$ cat src/rtl/mult_pkg.sv
// mult_pkg: constants and encodings shared by the Booth multiplier.
//   WIDTH  operand/result width (fixed by cla_32)
//   ITER   Booth iterations, one per multiplier bit
//   CNT_W  iteration counter width, wide enough to hold ITER
package mult_pkg;
  localparam int WIDTH = 32;
  localparam int ITER  = WIDTH;
  localparam int CNT_W = 6;

  typedef enum logic [1:0] {
    IDLE = 2'd0,
    RUN  = 2'd1,
    DONE = 2'd2
  } state_t;

  typedef enum logic [1:0] {
    NOP = 2'd0,
    ADD = 2'd1,
    SUB = 2'd2
  } booth_op_t;
endpackage

$ cat src/rtl/cla_32.sv
// cla_32: 32-bit carry-lookahead adder.
//   a, b  addends
//   cin   carry in
//   sum   a + b + cin (mod 2^32)
// Eight 4-bit lookahead groups.
// Each group's carry-out is formed from its group generate/propagate
// terms and then rippled into the next group.
module cla_32 (
  input  logic [31:0] a,
  input  logic [31:0] b,
  input  logic        cin,
  output logic [31:0] sum
);
  logic [31:0] g, p;
  logic [32:0] c;

  assign g    = a & b;
  assign p    = a ^ b;
  assign c[0] = cin;

  for (genvar k = 0; k < 8; k++) begin : g_grp
    localparam int B = 4 * k;
    // carries inside the group, fully expanded from the group carry-in
    assign c[B+1] = g[B] | (p[B] & c[B]);
    assign c[B+2] = g[B+1] | (p[B+1] & g[B]) | (p[B+1] & p[B] & c[B]);
    assign c[B+3] = g[B+2] | (p[B+2] & g[B+1]) | (p[B+2] & p[B+1] & g[B])
                  | (p[B+2] & p[B+1] & p[B] & c[B]);
    assign c[B+4] = g[B+3] | (p[B+3] & g[B+2]) | (p[B+3] & p[B+2] & g[B+1])
                  | (p[B+3] & p[B+2] & p[B+1] & g[B])
                  | (p[B+3] & p[B+2] & p[B+1] & p[B] & c[B]);
  end

  assign sum = p ^ c[31:0];
endmodule

$ cat src/rtl/booth_mult_32.sv
// booth_mult_32: multi-cycle signed 32x32 radix-2 Booth multiplier.
//   clock       rising-edge clock
//   reset       asynchronous active-high reset
//   start       request pulse; accepted in IDLE or DONE
//   operand_a   multiplicand (signed)
//   operand_b   multiplier (signed)
//   result      low 32 bits of the product
//   exception   product does not fit in signed 32 bits
//   result_rdy  one-cycle pulse when result/exception are valid
//   busy        high while iterating
// Each of the 32 iterations does one add/sub/nop through a single cla_32.
// This is followed by an arithmetic right shift of the 65-bit {U,Q,q_1} register.
module booth_mult_32
  import mult_pkg::*;
(
  input  logic             clock,
  input  logic             reset,
  input  logic             start,
  input  logic [WIDTH-1:0] operand_a,
  input  logic [WIDTH-1:0] operand_b,
  output logic [WIDTH-1:0] result,
  output logic             exception,
  output logic             result_rdy,
  output logic             busy
);
  state_t           state;
  logic [CNT_W-1:0] count;
  logic [WIDTH-1:0] m;
  logic [2*WIDTH:0] p;

  booth_op_t        op;
  logic [WIDTH-1:0] u, y, s;
  logic             cin, ovf, sgn;
  logic [2*WIDTH:0] p_next;

  assign u = p[2*WIDTH:WIDTH+1];

  always_comb begin
    op = NOP;
    case (p[1:0])
      2'b01:   op = ADD;
      2'b10:   op = SUB;
      default: op = NOP;
    endcase
  end

  // NOP adds zero so the adder output is simply U and ovf stays 0.
  assign y   = (op == ADD) ? m : (op == SUB) ? ~m : '0;
  assign cin = (op == SUB);

  cla_32 u_cla (
    .a   (u),
    .b   (y),
    .cin (cin),
    .sum (s)
  );

  // S[31] is the wrong sign when the 32-bit add overflowed.
  // The shifted-in bit must carry the true sign, which handles -2^31 * -2^31.
  assign ovf    = (u[WIDTH-1] == y[WIDTH-1]) && (s[WIDTH-1] != u[WIDTH-1]);
  assign sgn    = s[WIDTH-1] ^ ovf;
  assign p_next = {sgn, s, p[WIDTH:1]};

  always_ff @(posedge clock or posedge reset) begin
    if (reset) begin
      state      <= IDLE;
      count      <= '0;
      m          <= '0;
      p          <= '0;
      result     <= '0;
      exception  <= 1'b0;
      result_rdy <= 1'b0;
      busy       <= 1'b0;
    end else begin
      case (state)
        IDLE, DONE: begin
          result_rdy <= 1'b0;
          if (start) begin
            m     <= operand_a;
            p     <= {{WIDTH{1'b0}}, operand_b, 1'b0};
            count <= '0;
            busy  <= 1'b1;
            state <= RUN;
          end else begin
            state <= IDLE;
          end
        end
        RUN: begin
          p     <= p_next;
          count <= count + 1'b1;
          if (count == CNT_W'(ITER - 1)) begin
            result     <= p_next[WIDTH:1];
            exception  <= (p_next[2*WIDTH:WIDTH+1] != {WIDTH{p_next[WIDTH]}});
            result_rdy <= 1'b1;
            busy       <= 1'b0;
            state      <= DONE;
          end
        end
        default: begin
          state      <= IDLE;
          busy       <= 1'b0;
          result_rdy <= 1'b0;
        end
      endcase
    end
  end
endmodule
$ cat config.mk
export PLATFORM = sky130hd
export DESIGN_NAME = booth_mult_32
export DESIGN_NICKNAME = d
export VERILOG_FILES = /design/src/rtl/mult_pkg.sv /design/src/rtl/cla_32.sv /design/src/rtl/booth_mult_32.sv
export SDC_FILE = /design/constraint.sdc
export NUM_CORES = 1
export LEC_CHECK = 0
export BUFFER_PORTS_ARGS = -buffer_cell sky130_fd_sc_hd__buf_2
export CORE_MARGIN = 2
export CORE_UTILIZATION = 63
export CTS_CLUSTER_SIZE = 14
export DETAILED_ROUTE_END_ITERATION = 7
export PLACE_DENSITY_LB_ADDON = 0.15
export SETUP_SLACK_MARGIN = 0.2
export SYNTH_ARGS = -nofsm -noshare
export SYNTH_HDL_FRONTEND = slang
export SYNTH_SLANG_ARGS = --single-unit
$ cat constraint.sdc
create_clock -name clock -period 11.6 [get_ports clock]
set_input_delay 2.32 -clock clock [delete_from_list [all_inputs] [get_ports clock]]
set_output_delay 2.32 -clock clock [all_outputs]
set_load 0.01 [all_outputs]
==> flow_metrics.env, run 1 <==
export IMPL_status="finished, final reports clean"
export IMPL_ys_seq_elements=139
export IMPL_cp_start_kind="flop"
export IMPL_syn_area_um2=7650
export IMPL_ys_seq_area_share_pct=45.4
export IMPL_worstMarginPinSlew_ns=1.10
export IMPL_cts_setup_buffers=0
export IMPL_slew_viol_final=0
export IMPL_cts_root_buffer="clkbuf_16"
export IMPL_clk_path_buf_depth=2
export IMPL_placementRows=40
export IMPL_yosysMostFrequentCell="nand2_1"
export IMPL_wirelength_um=18300
export IMPL_p_per_area_nw_per_um2=340
export IMPL_vias=6523
export IMPL_max_freq_mhz=190
export IMPL_crit_required_ns=11.93
export IMPL_synth_common_cells="nand2_1, dfrtp_1, o21ai_0"
export IMPL_skew_ns=0.0125
export IMPL_p_leak_nw=4.27
export IMPL_maxSlewHeadroom_pct=26.5
export IMPL_synth_area_leaders="dfrtp_1, nand2_1, ha_1"
export IMPL_h_tree_depth=4
export IMPL_grt_max_degree=82
export IMPL_yosysWarnings=0
export IMPL_drtAntennaViolNets=0
export IMPL_syn_to_final_growth_pct=15.0
export IMPL_netlist_cell_type_count=78
export IMPL_grt_pass1_vias=6677
export IMPL_cts_tree="done"
export IMPL_track_usage_pct=30.0
export IMPL_overflow=0
export IMPL_gp_congestion=0.874
export IMPL_grt_setup_unrepaired="false"
export IMPL_synthArstFlopShare_pct=100
export IMPL_netlist_instances=875
export IMPL_fillers=909
export IMPL_crit_start="p[1]"
export IMPL_nNetsFinal=1064
export IMPL_io_pins=102
export IMPL_synth_edff_count=0
export IMPL_cts_num_sinks=139
export IMPL_start_util_pct=64.3
export IMPL_insertedDiodeCount=0
export IMPL_dieWidth_um=114
export IMPL_layout_min_cycle_time_ns=5.25
export IMPL_switching_share_pct=43.6
export IMPL_max_stage_delay_ns=0.80
export IMPL_min_path_type="reg -> reg"
export IMPL_post_route_period_util_pct=45.3
export IMPL_internal_power_mw=1.69
export IMPL_portBuffers=101
export IMPL_arrival_ns=5.58
export IMPL_peakVddDrop_v=0.000173
export IMPL_clk_latency_ns=0.43
export IMPL_drive_above_1_share_pct=17.0
export IMPL_comb_power_share_pct=54.0
export IMPL_antenna_found_initial=0
export IMPL_hold_start="result[2]"
export IMPL_utilization_pct=73.9
export IMPL_post_drt_via_cell_ratio=5.84
export IMPL_synth_top_cell_area_share_pct=45.4
export IMPL_dr_pass1_iters=5
export IMPL_tns_ns=0
export IMPL_numCtsBuffers=17
export IMPL_ctsResizeCount=0
export IMPL_drt_iter0_drc=418
export IMPL_syn_area_per_cell_um2=8.75
export IMPL_die_area_um2=13000
export IMPL_synthesis_nets=982
export IMPL_synth_top_area_cell="dfrtp_1"
export IMPL_setup_viol=0
export IMPL_worstPathCellList="nand2b_1 -> o21ai_0 -> ha_1 -> a21o_1 -> nor3b_4 -> o311ai_4 -> a2111oi_4 -> or4_1 -> a21oi_1 -> fa_1 -> xnor2_1 -> or4b_2 -> a211oi_1 -> o31ai_1 -> a31o_1"
export IMPL_power_switching_mw=1.30
export IMPL_hpwl_um=12200
export IMPL_hold_viol=0
export IMPL_drc=0
export IMPL_seqPwrFrac_pct=28.9
export IMPL_endpoint_kind="flop"
export IMPL_rrSetupSlack_ns=6.35
export IMPL_grt_pass1_wl_um=30900
export IMPL_yosys_most_used_dff="dfrtp_1"
export IMPL_clk_pin_slew_ns=0.07
export IMPL_die_y_um=114
export IMPL_hold_buffers=0
export IMPL_maxCapViolCount=0
export IMPL_rr_startpoint="p[1]"
export IMPL_rr_worst_depth=15
export IMPL_crit_type="reg -> reg"
export IMPL_r2r_end="exception"
export IMPL_wire_per_inst_um=16.4
export IMPL_fp_coreArea_um2=11900
export IMPL_cp_max_fo=33
export IMPL_crit_path_end="exception"
export IMPL_cp_slowest_cell="nand2b_1"
export IMPL_pwr_share_clk_pct=17.1
critical path, delay by kind of cell (launching register included):
kind                       cells  cell delay (ns)
AOI/OAI and AO/OA              8             1.86
DFF                            1             0.44
xor gates and xnor gates       1             0.11
adders and majority gates      2             0.64
and+or+nand+nor                4             2.10
sequential cells by signal, indices dropped and copies added (netlist names):
| signal | count |
|---|---|
| p | 65 |
| m | 32 |
| result | 32 |
| count | 6 |
| busy | 1 |
| exception | 1 |
| result_rdy | 1 |
| state | 1 |
kinds of logic (layout without fill, tap and decap cells):
family,after synthesis,count (layout),synth area share [%]
AO/OA/AOI/OAI,178,178,16.4
XOR/XNOR,24,24,2.75
adder cells (fa/ha/maj),41,41,7.47
buffers and inverters,70,165,3.50
flip-flops,139,139,45.4
multiplexers,6,6,0.817
AND/OR/NAND/NOR,417,417,23.6
cell usage in the layout (no fill, tap or decap), types with 7 or more instances in the layout:
master | Yosys | final
buf_2 | 1 | 101
dfrtp_1 | 139 | 139
buf_4 | 1 | 7
a22oi_1 | 32 | 32
fa_1 | 8 | 8
clkbuf_16 | 0 | 17
nand4_1 | 8 | 8
nand2_1 | 323 | 323
a21oi_1 | 22 | 22
xnor2_1 | 14 | 14
xor2_1 | 10 | 10
nand2b_1 | 9 | 9
o21ai_0 | 65 | 65
a22o_1 | 14 | 14
ha_1 | 32 | 32
inv_1 | 24 | 23
nor2_1 | 21 | 20
metal layers:
layer  global-route usage, %  wire length, µm
met1                    38.1             8100
met2                    49.0             8650
met3                    8.10             1030
met4                    12.8              496
met5                       0                0
cell type report:
class | instances | area [µm²] | share of cell area (%)
clock buffers | 18 | 429 | 4.87
well taps | 147 | 184 | 2.09
inverters | 25 | 98.8 | 1.12
clock inverters | 14 | 121 | 1.38
repair buffers | 108 | 558 | 6.34
flip-flops and latches | 139 | 3480 | 39.5
multi-input cells | 666 | 3930 | 44.7
worst min path at each step:
| stage | endpoint | slack [ns] | cells after the start |
|---|---|---|---|
| after floorplan | count[5] | 0.45 | 1 |
| after global placement | result[2] | 0.45 | 2 |
| after detailed placement | result[9] | 0.46 | 2 |
| after CTS | result[16] | 0.47 | 2 |
| after global routing | result[17] | 0.49 | 2 |
| final | result[2] | 0.47 | 2 |
power by group through the flow:
stage               Clock [mW]  Sequential, mW  Combinational (mW)
global placement             0           0.852                1.51
finish                   0.513           0.865                1.62
floorplan                    0           0.856                1.20
global route             0.540           0.892                1.80
detailed placement           0           0.862                1.59
CTS                      0.517           0.862                1.60
stage by stage:
stage	total power, mW	setup slack (ns)	cell area (µm²)	hold slack, ns	std cells
5_1_grt	3.23	5.93	8800	0.491	1117
4_1_cts	2.98	6.35	8800	0.472	1117
6_report	2.99	6.35	8800	0.472	1117
2_1_floorplan	2.06	5.56	7650	0.452	875
3_3_place_gp	2.36	6.60	8250	0.453	1085
3_5_place_dp	2.45	6.37	8250	0.457	1085
Note: power is estimated with default switching activity, not from simulation.
==> run 2: changes to the inputs <==
--- a/config.mk
+++ b/config.mk
@@ -5,9 +5,10 @@
 export SDC_FILE = /design/constraint.sdc
 export NUM_CORES = 1
 export LEC_CHECK = 0
+export ABC_AREA = 1
 export BUFFER_PORTS_ARGS = -buffer_cell sky130_fd_sc_hd__buf_2
 export CORE_MARGIN = 2
-export CORE_UTILIZATION = 63
+export CORE_UTILIZATION = 58
 export CTS_CLUSTER_SIZE = 14
 export DETAILED_ROUTE_END_ITERATION = 7
 export PLACE_DENSITY_LB_ADDON = 0.15
==> constraint.sdc (replaced) <==
create_clock -name clock -period 5.1 [get_ports clock]
set_input_delay 1.02 -clock clock [delete_from_list [all_inputs] [get_ports clock]]
set_output_delay 1.02 -clock clock [all_outputs]
set_load 0.01 [all_outputs]
==> flow_metrics.env, run 2 <==
export IMPL_portBuffers=101
export IMPL_syn_area_um2=7430
export IMPL_max_freq_mhz=238
export IMPL_wirelength_um=16800
export IMPL_final_common_cell="nand2_1"
export IMPL_fp_coreArea_um2=12600
export IMPL_nNetsFinal=1047
export IMPL_wire_per_inst_um=15.0
export IMPL_p_total_mw=4.84
export IMPL_synth_compound_area_share_pct=12.9
export IMPL_placementRows=41
export IMPL_synthArstFlopShare_pct=100
export IMPL_crit_family="simple AND/OR/NAND/NOR gates"
export IMPL_grt_max_degree=110
export IMPL_synth_area_leaders="dfrtp_1, nand2_1, o21ai_0"
export IMPL_track_usage_pct=26.1
export IMPL_setup_viol=0
export IMPL_netlist_instances=850
export IMPL_netlist_cell_type_count=37
export IMPL_clk_path_buf_depth=2
export IMPL_fillers=1009
export IMPL_clk_latency_ns=0.43
export IMPL_min_path_type="reg -> reg"
export IMPL_syn_to_final_growth_pct=16.4
export IMPL_skew_ns=0.00746
export IMPL_cts_setup_buffers=0
export IMPL_tns_ns=0
export IMPL_endpoint_kind="flop"
export IMPL_start_util_pct=59.1
export IMPL_clk_pin_slew_ns=0.06
export IMPL_cts_num_sinks=139
export IMPL_maxSlewHeadroom_pct=27.6
export IMPL_p_leak_nw=4.33
export IMPL_synth_edff_count=0
export IMPL_numCtsBuffers=17
export IMPL_cp_slowest_cell="inv_1"
export IMPL_peakVddDrop_v=0.000273
export IMPL_drtAntennaViolNets=0
export IMPL_synth_fa_ha_area_share_pct=7.55
export IMPL_grt_pass1_vias=6231
export IMPL_max_stage_delay_ns=0.47
export IMPL_ctsResizeCount=0
export IMPL_cts_tree="done"
export IMPL_dr_pass1_iters=6
export IMPL_drive_above_1_share_pct=21.3
export IMPL_setup_ws_ns=0.900
export IMPL_layout_min_cycle_time_ns=4.20
export IMPL_cts_root_buffer="clkbuf_16"
export IMPL_yosysWarnings=0
export IMPL_cp_start_kind="flop"
export IMPL_antenna_found_initial=0
export IMPL_p_per_area_nw_per_um2=560
export IMPL_placed_cells=1093
export IMPL_overflow=0
export IMPL_maxCapViolCount=0
export IMPL_post_route_period_util_pct=82.4
export IMPL_top_regs="p (65), m (32), result (32)"
export IMPL_pre_cts_slack_ns=0.937
export IMPL_post_drt_via_cell_ratio=5.51
export IMPL_io_pins=102
export IMPL_utilization_pct=68.8
export IMPL_crit_required_ns=5.42
export IMPL_crit_type="reg -> reg"
export IMPL_synthesis_nets=957
export IMPL_ys_seq_elements=139
export IMPL_crit_top_cell="nand2_1"
export IMPL_drc=0
export IMPL_synth_common_cells="nand2_1, dfrtp_1, inv_1"
export IMPL_synthMuxAreaShare_pct=4.85
export IMPL_synth_top_family_by_area="simple AND/OR/NAND/NOR gates"
export IMPL_cp_max_fo=24
export IMPL_synthXorXnorAreaFrac_pct=1.63
export IMPL_rrSetupSlack_ns=0.90
export IMPL_ys_seq_area_share_pct=46.8
export IMPL_grt_setup_unrepaired="false"
export IMPL_yosys_most_used_dff="dfrtp_1"
export IMPL_dieWidth_um=117
export IMPL_instances_no_fill=1124
export IMPL_vias=6191
export IMPL_hold_viol=0
export IMPL_drt_iter0_drc=396
export IMPL_slew_viol_final=0
export IMPL_hold_buffers=0
export IMPL_grt_pass1_wl_um=27900
export IMPL_regMostFlops="p"
export IMPL_synth_top_cell_area_share_pct=46.8
export IMPL_gp_congestion=0.885
export IMPL_worstMarginPinSlew_ns=1.09
export IMPL_h_tree_depth=4
export IMPL_synth_top_area_cell="dfrtp_1"
export IMPL_layout_common_cells="nand2_1, dfrtp_1, buf_2"
export IMPL_cp_num_buf_inv=6
export IMPL_status="finished, final reports clean"
export IMPL_arrival_ns=4.52
export IMPL_yosysMostFrequentCell="nand2_1"
export IMPL_die_y_um=117
export IMPL_syn_area_per_cell_um2=8.74
export IMPL_hpwl_um=11500
export IMPL_insertedDiodeCount=0
export IMPL_die_area_um2=13700
export IMPL_largest_reg_flops=65
export IMPL_synthSimpleGateAreaFrac_pct=19.4
==> run 2: cell types whose count changed after synthesis, sizes merged, moves of 29 or more <==
| cell | change |
|---|---|
| nor2 | +29 |
| nand2 | -128 |
| inv | +71 |
| nand3 | +58 |
| mux2 | +30 |
| a22oi | -32 |
==> run 2: stage by stage <==
step | hold WS, ns | area, µm²
after floorplan | 0.452 | 7430
after global placement | 0.451 | 8080
after detailed placement | 0.467 | 8080
after CTS | 0.482 | 8640
after global routing | 0.507 | 8640
final | 0.479 | 8640
==> run 2: where the power goes <==
part / total (mW) / internal, mW / switching [mW]
Sequential: 1.51 / 1.36 / 0.146
Clock: 1.20 / 0.727 / 0.471
Combinational: 2.14 / 0.812 / 1.33
Total: 4.84 / 2.90 / 1.94
==> run 2: metal layers <==
metal / GRT usage, % / vias up / routed length, µm
met4: 9.88 / 0 / 292
met2: 45.2 / 196 / 8120
met1: 32.0 / 2957 / 7390
li1: - / 3015 / -
met5: 0 / - / 0
met3: 5.97 / 23 / 1020
==> run 2: area by class of cell <==
| type | count | area (µm²) | area share (%) |
|---|---|---|---|
| Inverter | 96 | 365 | 4.23 |
| Timing Repair Buffer | 110 | 573 | 6.63 |
| Multi-Input combinational cell | 576 | 3440 | 39.8 |
| Clock inverter | 11 | 121 | 1.40 |
| Tap cell | 172 | 215 | 2.49 |
| Sequential cell | 139 | 3480 | 40.2 |
| Clock buffer | 20 | 447 | 5.17 |
==> run 2: kinds of logic (layout without fill, tap and decap cells) <==
kind of cell	count (synthesis)	count (layout)
simple gates	329	329
mux	32	32
fa+ha+maj	40	40
xor+xnor	13	13
flops	139	139
buf+inv	135	237
compound gates	162	162
==> run 2: worst paths after layout <==
| path | start | end | cells past startpoint |
|---|---|---|---|
| max | p[1] | exception | 32 |
| min | result[11] | result[11] | 2 |
| max reg2reg | p[1] | exception | 32 |
| min reg2reg | result[11] | result[11] | 2 |
| max in group asynchronous | reset | m[8] | 3 |
| min in group asynchronous | reset | p[4] | 2 |
==> run 2: worst min-delay path, delay by kind of cell, from the launching register on <==
kind | cells | cell delay [ns]
compound gates | 1 | 0.06
simple gates | 1 | 0.05
flops | 1 | 0.34
